`src/rtl/dk_sprite_fetch.sv`:
```
// Donkey Kong sprite pixel source: box test, mirrored/animated ROM addressing, and the aligned RGB565 output.
// Two cycles from an accepted pixel to img/img_valid at one pixel per cycle; free-running with no stall or backpressure.
module dk_sprite_fetch #(
  parameter int          SPR_W     = 80,
  parameter int          SPR_H     = 100,
  parameter int          FRAMES    = 4,
  parameter int          FRAME_DIV = 6,
  parameter int          ADDR_W    = 15,
  parameter logic [15:0] KEY       = 16'h0E3B
) (
  input  logic              Clk,
  input  logic              Reset_n,
  input  logic              frame_start,
  input  logic              pix_valid,
  input  logic [9:0]        DrawX,
  input  logic [9:0]        DrawY,
  input  logic [9:0]        DK_X,
  input  logic [9:0]        DK_Y,
  input  logic              moving,
  input  logic              facing_left,
  output logic [ADDR_W-1:0] rom_addr,
  input  logic [15:0]       rom_data,
  output logic [15:0]       img,
  output logic              img_valid,
  output logic [9:0]        out_DrawX,
  output logic [9:0]        out_DrawY
);

  localparam int DIV_W = (FRAME_DIV > 1) ? $clog2(FRAME_DIV) : 1;
  localparam int FRM_W = (FRAMES > 1) ? $clog2(FRAMES) : 1;
  localparam logic [ADDR_W-1:0] FRAME_SZ = ADDR_W'(SPR_W * SPR_H);

  logic [9:0]        sx_q, sx_d, sy_q, sy_d;
  logic              face_q, face_d;
  logic [DIV_W-1:0]  div_q, div_d;
  logic [FRM_W-1:0]  frame_q, frame_d;

  logic [ADDR_W-1:0] rom_addr_q, rom_addr_d;
  logic              vld1_q, vld1_d, box1_q, box1_d;
  logic [9:0]        x1_q, x1_d, y1_q, y1_d;
  logic              vld2_q, vld2_d, box2_q, box2_d;
  logic [9:0]        x2_q, x2_d, y2_q, y2_d;
  logic [15:0]       img_q, img_d;
  logic              img_vld_q, img_vld_d;
  logic [9:0]        ox_q, ox_d, oy_q, oy_d;

  logic [10:0]       x11, y11, sx11, sy11;
  logic              in_box;
  logic [9:0]        lx_raw, lx, ly;
  logic [ADDR_W-1:0] addr_calc;

  always_comb begin
    sx_d    = sx_q;
    sy_d    = sy_q;
    face_d  = face_q;
    div_d   = div_q;
    frame_d = frame_q;
    if (frame_start) begin
      sx_d   = DK_X;
      sy_d   = DK_Y;
      face_d = facing_left;
      if (moving) begin
        if (int'(div_q) == FRAME_DIV - 1) begin
          div_d   = '0;
          frame_d = (int'(frame_q) == FRAMES - 1) ? '0 : frame_q + FRM_W'(1);
        end else begin
          div_d = div_q + DIV_W'(1);
        end
      end else begin
        div_d   = '0;
        frame_d = '0;
      end
    end
  end

  // Stage 0 uses the next-state shadows so a pixel coinciding with frame_start sees the new frame.
  always_comb begin
    x11    = {1'b0, DrawX};
    y11    = {1'b0, DrawY};
    sx11   = {1'b0, sx_d};
    sy11   = {1'b0, sy_d};
    in_box = (x11 >= sx11) && (x11 < sx11 + 11'(SPR_W)) &&
             (y11 >= sy11) && (y11 < sy11 + 11'(SPR_H));
    lx_raw = DrawX - sx_d;
    lx     = face_d ? (10'(SPR_W - 1) - lx_raw) : lx_raw;
    ly     = DrawY - sy_d;
    addr_calc = ADDR_W'(frame_d) * FRAME_SZ + ADDR_W'(ly) * ADDR_W'(SPR_W) + ADDR_W'(lx);

    rom_addr_d = rom_addr_q;
    if (pix_valid) rom_addr_d = in_box ? addr_calc : '0;
    vld1_d = pix_valid;
    box1_d = pix_valid && in_box;
    x1_d   = DrawX;
    y1_d   = DrawY;

    vld2_d = vld1_q;
    box2_d = box1_q;
    x2_d   = x1_q;
    y2_d   = y1_q;

    img_d     = box2_q ? rom_data : KEY;
    img_vld_d = vld2_q;
    ox_d      = x2_q;
    oy_d      = y2_q;
  end

  always_ff @(posedge Clk or negedge Reset_n) begin
    if (!Reset_n) begin
      sx_q       <= '0;
      sy_q       <= '0;
      face_q     <= 1'b0;
      div_q      <= '0;
      frame_q    <= '0;
      rom_addr_q <= '0;
      vld1_q     <= 1'b0;
      box1_q     <= 1'b0;
      x1_q       <= '0;
      y1_q       <= '0;
      vld2_q     <= 1'b0;
      box2_q     <= 1'b0;
      x2_q       <= '0;
      y2_q       <= '0;
      img_q      <= KEY;
      img_vld_q  <= 1'b0;
      ox_q       <= '0;
      oy_q       <= '0;
    end else begin
      sx_q       <= sx_d;
      sy_q       <= sy_d;
      face_q     <= face_d;
      div_q      <= div_d;
      frame_q    <= frame_d;
      rom_addr_q <= rom_addr_d;
      vld1_q     <= vld1_d;
      box1_q     <= box1_d;
      x1_q       <= x1_d;
      y1_q       <= y1_d;
      vld2_q     <= vld2_d;
      box2_q     <= box2_d;
      x2_q       <= x2_d;
      y2_q       <= y2_d;
      img_q      <= img_d;
      img_vld_q  <= img_vld_d;
      ox_q       <= ox_d;
      oy_q       <= oy_d;
    end
  end

  assign rom_addr  = rom_addr_q;
  assign img       = img_q;
  assign img_valid = img_vld_q;
  assign out_DrawX = ox_q;
  assign out_DrawY = oy_q;

endmodule

```
`config.mk`:
```
export PLATFORM = sky130hd
export DESIGN_NAME = dk_sprite_fetch
export DESIGN_NICKNAME = d
export VERILOG_FILES = /design/src/rtl/dk_sprite_fetch.sv
export SDC_FILE = /design/constraint.sdc
export NUM_CORES = 1
export LEC_CHECK = 0
export ABC_AREA = 1
export CORE_MARGIN = 10
export CORE_UTILIZATION = 35
export CTS_CLUSTER_SIZE = 12
export DETAILED_ROUTE_END_ITERATION = 10
export PLACE_DENSITY_LB_ADDON = 0.25
export REMOVE_ABC_BUFFERS = 1
export SYNTH_ARGS = -nofsm -noshare
export SYNTH_HDL_FRONTEND = slang
export SYNTH_SLANG_ARGS = --single-unit
```
`constraint.sdc`:
```
create_clock -name Clk -period 7.78 [get_ports Clk]
set_input_delay 1.556 -clock Clk [delete_from_list [all_inputs] [get_ports Clk]]
set_output_delay 1.556 -clock Clk [all_outputs]
set_load 0.02 [all_outputs]
```
Yosys cells after proc, flatten, opt, wreduce, memory -nomap -nowiden --
Cells that the tools add are included.
Word-level totals: ROM bits 0, bits in latches 0, output and inout port bits 52, memories kept 0, word-level logic and storage cells 51, memory bits (writable) 0, register bits 122
Cells by class: $add $sub $neg 9, multiply operators 2, multiplexer cells 12, divide/modulo/power cells 0, shifts and indexed selects 0, magnitude comparators 4, bitwise operators 0, reduce and logical (&&, ||, !) cells 4, equal/unequal tests 2
Operators with widths (number):
- 2-to-1 mux 10 bit | 3
- adder 10 x 7 -> 11 bit, second input constant | 2
- less-than comparator 10 x 11 -> 1 bit | 2
- greater-or-equal comparator 10 bit | 2
- subtractor 10 bit | 2
- 2-to-1 mux 16 bit | 1
- adder 15 x 10 -> 15 bit | 1
- adder 15 bit | 1
- 2-to-1 mux 15 bit | 1
- multiplier 10 x 3 -> 11 bit, second input constant | 1
- subtractor 7 x 10 -> 10 bit, first input constant | 1
- multiplier 2 x 7 -> 9 bit, second input constant | 1
- 2-to-1 mux 2 bit | 4
- 2-to-1 mux 3 bit | 2
- logical AND 1 bit | 4
- adder 3 x 1 -> 3 bit, second input constant | 1
- equality test 3 bit, second input constant | 1
- adder 2 x 1 -> 2 bit, second input constant | 1
- equality test 2 x 1 -> 1 bit, second input constant | 1
- 2-to-1 mux 1 bit | 1

Depth between registers and ports, before layout --
depth after elaboration 9, gate-level depth with buffers 35

Worst setup path after synthesis --
OpenSTA, ideal clock, no wires.
kind input-to-reg, start point input frame_start, end point register rom_addr_q[14] (netlist: rom_addr[14]), slack 1.784 ns, arrival 5.877 ns, required time 7.660 ns, stages 31, setup time 0.120 ns, path through buf_6 -> buf_4 -> clkbuf_1 -> o21ai_0 -> inv_1 -> fa_1 -> inv_1 -> nand2_1 -> nand2_1 -> nand2_1 -> o21ai_0 -> xor2_1 -> ha_1 -> ha_1 -> nand2_1 -> o21ai_0 -> xor2_1 -> inv_1 -> ha_1 -> ha_1 -> a21oi_1 -> a21boi_0 -> nand2_1 -> nand2_1 -> nand2_1 -> nand2_1 -> nand2_1 -> inv_1 -> nand2_1 -> nand4_1 -> nand2_1
Between the ends: elaborated cells on any way between the ends 22
RTL lines:
- start, declared | RTL line 13 | input logic frame_start,
- 2-to-1 mux 10 bit * | RTL line 58 | if (frame_start) begin
- net sy_d[1] | RTL line 33 | logic [9:0] sx_q, sx_d, sy_q, sy_d;
- subtractor 10 bit | RTL line 86 | ly = DrawY - sy_d;
- multiplier 10 x 3 -> 11 bit | RTL line 87 | addr_calc = ADDR_W'(frame_d) * FRAME_SZ + ADDR_W'(ly) * ADDR_W'(SPR_W) + ADDR_W'(lx);
- adder 15 bit | RTL line 87
- adder 15 x 10 -> 15 bit | RTL line 87
- 2-to-1 mux 15 bit * | RTL line 90 | if (pix_valid) rom_addr_d = in_box ? addr_calc : '0;
- end signal, assigned | RTL line 133 | rom_addr_q <= rom_addr_d;
- end, declared | RTL line 38 | logic [ADDR_W-1:0] rom_addr_q, rom_addr_d;
Mark *: on every way through the listed nets, which the timed path passes. The rest lies on a longest branch. A chain may end at the register's enable or synchronous reset.

Final worst setup path --
Same ends and word-level chain as after synthesis.

==> summary.md <==
| Metric | Value |
|---|---|
| WL/cell | about 14 µm |
| Complex-gate fraction of the synthesized area | 0.08022 |
| RSZ-0062 raised after global routing | no |
| Hold Path Class | register to register |
| Final min period | 6.729 ns |
| TritonCTS buffer count | 17 |
| Worst rel slew slack | 0.4723 |
| Initial antenna violation count | 0 |
| Post-CTS setup buffers | 0 |
| Status | completed |
| Slew @ Worst Pin | 0.7915 ns |
| Post-Synthesis Cells | 724 |
| Clk Latency, worst-skew pair | 0.42 ns |
| GRT overflow | 0 |
| Mux contribution to synthesized area | 0 |
| Crit-path slowest cell | clkdlybuf4s50_1 |
| Final Hold Vio Count | 0 |
| Crit path kind | primary input to register |
| Routed via count | roughly 5000 |
| CTS tree | yes |
| Pre-antenna DRT Iters | 4 |
| Input/output buffers | 113 |
| First-pass GRT wire length | 25.63 mm |
| Detailed-route DRC error count | 0 |
| GRT Resource Usage Total | 0.1308 |
| Slew Limit Fails | 0 |
| Share of the synthesized area in the top cell type | 0.4274 |
| CP Launch Type | primary input |
| Unique masters post-synth | 41 |
| #FFs+latches synth | 122 |
| Synthesized area | 0.006675 mm² |
| Hold buffers post-CTS | 0 |
| Syn Area/Cell | between 9 and 10 µm² |
| Final wirelength | 15.67 mm |
| Synth area leader | dfrtp_1 |
| Row count | 50 |
| Buf/Inv on CP | 6 |
| Adder-cell area share of the yosys netlist | 0.1533 |
| TNS Setup | 0 ns |
| Reg-to-reg startpoint | sy_q[0]$_DFF_PN0_ |
| Top-count cell post-synth | nand2_1 |
| Synth top cells by count | 156 x nand2_1, 119 x inv_1, 114 x dfrtp_1 |
| Worst hold path endpoint | out_DrawX[7]$_DFF_PN0_ |
| XOR/XNOR Fraction of Synth Area | 0.06036 |
| Drt first-iter violations | 284 |
| Largest net degree at the start of global routing | 66 |
| Syn-to-layout area delta | 29.30% |
| Max cap viols | 0 |
| Hold_sp | ox_d[7]$_DFF_PN0_ |
| YS warnings | 0 |
| Dpl ws | about 0.72 ns |
| Layout cell share with drive strength beyond 1 | 0.09513 |
| Largest family of logic cells by synthesized area | simple AND/OR/NAND/NOR gates |
| Top_reg_cell synth | dfrtp_1 |
| Hpwl dp | about 12 mm |
| Final setup vio count | 0 |
| Root Driver | clkbuf_16 |
| Die area | 0.02500 mm² |
| Leak pwr | 4.316 nW |
| DIE HEIGHT | 158.1 µm |
| Ant. Diodes | 0 |
| Worst-path clk slew | 0.06 ns |
| Worst R2R End | rom_addr[14]$_DFFE_PN0P_ |
| Delay-heaviest family, CP | adder cells |
| Main area contributors after synthesis | dfrtp_1 43%, ha_1 13%, nand2_1 8.8% |
| EDFF count, synth | 0 |
| FF-to-FF path depth | 29 |
| Initial core utilization | 0.3569 |
| H-tree levels | 4 |
| Cell mode on critical path | nand2_1 |
| Io pins | 114 |
| CTS max path bufs | 2 |
| Post-route clock period utilization | 0.8649 |
| # clock sinks | 122 |
| Fmax achieved | about 0.15 GHz |
| Vias in the first global route | 5050 |
| Crit-path max FO | 22 |
| Worst path depth | 31 |
| Gates resized, CTS repair | 0 |
| Hold Crit Depth | 0 |
| Power density over cell area | 308.4 mW/mm² |
| Worst EP arrival | 7.04 ns |
| Final setup margin | 1.051 ns |
| Routed Antenna Nets | 0 |
| Nets@finish | 988 |
| Post-synthesis sequential area ratio | 0.4589 |
| Asr flop ratio synth | 1.000 |
| Clk_skew | 0.008942 ns |
| Routability Congestion | 0.8846 |
| Simple-Gate Fraction of Synth Area | 0.1706 |
| Setup crit end kind | register |
| R2R setup slack | 3.03 ns |
| CP max stage delay | 0.71 ns |
| DR vias/cell | 4.569 |
| WP data required | 8.09 ns |
| Die X-Extent | 158.1 µm |
| Core Region | around 0.019 mm² |
| Maximum vdd drop | 0.1749 mV |
power by group:
part / switching [mW] / internal (mW)
Clock: 0.298 / 0.467
Sequential: 0.0215 / 0.687
Combinational: 0.705 / 0.483
Total: 1.02 / 1.64
layout by cell type, fill, tap and decap left out, types with 3 or more instances in the layout:
| cell | instances |
|---|---|
| nand2_1 | 156 |
| inv_1 | 119 |
| dfrtp_1 | 114 |
| clkdlybuf4s50_1 | 112 |
| ha_1 | 69 |
| a21oi_1 | 35 |
| xor2_1 | 34 |
| nand3_1 | 29 |
| o21ai_0 | 28 |
| nor2_1 | 27 |
| clkbuf_16 | 17 |
| or2_2 | 16 |
| xnor2_1 | 12 |
| o21ai_2 | 11 |
| nor3_1 | 10 |
| fa_1 | 8 |
| dfstp_2 | 8 |
| nand4_1 | 5 |
| nand2_2 | 5 |
| nand3b_1 | 4 |
| clkinvlp_4 | 4 |
| o21ai_1 | 3 |
| clkbuf_8 | 3 |
| inv_6 | 3 |
| buf_4 | 3 |
through the flow:
stage	util	power, mW	hold WS [ns]	cell area (µm²)	instances
after CTS	0.4614	2.704	0.3449	8631	1096
after global routing	0.4614	2.907	0.3483	8631	1096
final	0.4614	2.662	0.3453	8631	1096
after floorplan	-	1.605	0.3312	6614	715
after global placement	0.4304	1.911	0.3316	8050	1064
after detailed placement	0.4304	1.915	0.3347	8050	1064
state kept, by name (all words and copies together) (netlist names), 2 cells and up:
name and cells:
out_DrawY 10, img 16, rom_addr 15, y1_q 10, div_q 3, x1_q 10
sy_q 10, sx_q 10, out_DrawX 10, oy_d 10, frame_q 2, ox_d 10
logic make-up (layout without fill, tap and decap cells):
family,Yosys count,in the layout
AOI/OAI and AO/OA,91,91
xor gates and xnor gates,46,46
adders and majority gates,77,77
buffers and inverters,129,267
DFF,122,122
and+or+nand+nor,259,259
worst max path at each step:
stage                            from                       end  slack [ns]
final                     frame_start  rom_addr[14]$_DFFE_PN0P_        1.05
after global routing      frame_start  rom_addr[14]$_DFFE_PN0P_        0.59
after global placement    frame_start  rom_addr[14]$_DFFE_PN0P_        0.83
after detailed placement  frame_start  rom_addr[14]$_DFFE_PN0P_        0.72
after floorplan           frame_start  rom_addr[14]$_DFFE_PN0P_        2.01
after CTS                 frame_start  rom_addr[14]$_DFFE_PN0P_        1.06
layer usage:
layer / GRT usage / vias up / share of wire
li1: - / 2553 / -
met1: 0.1643 / 2318 / 0.47
met2: 0.2044 / 114 / 0.46
met3: 0.04179 / 23 / 0.056
met4: 0.05161 / 0 / 0.018
met5: 0 / - / 0
worst register-to-register path, delay by kind of cell (launching register included):
kind | cells | cell delay (ns)
compound gates | 4 | 0.88
flops | 1 | 0.35
xor+xnor | 2 | 0.42
simple gates | 14 | 0.91
buf+inv | 3 | 0.19
fa+ha+maj | 6 | 1.90
final cells by class:
type / count / area (µm²)
tap: 234 / 292.8
clock buffer: 20 / 466.7
sequential: 122 / 3063
clock inverter: 12 / 113.9
timing repair buffer: 115 / 1144
multi-input combinational: 473 / 3100
fill: 1792 / 10070
inverter: 120 / 450.4
Note: power is estimated with default switching activity, not from simulation.
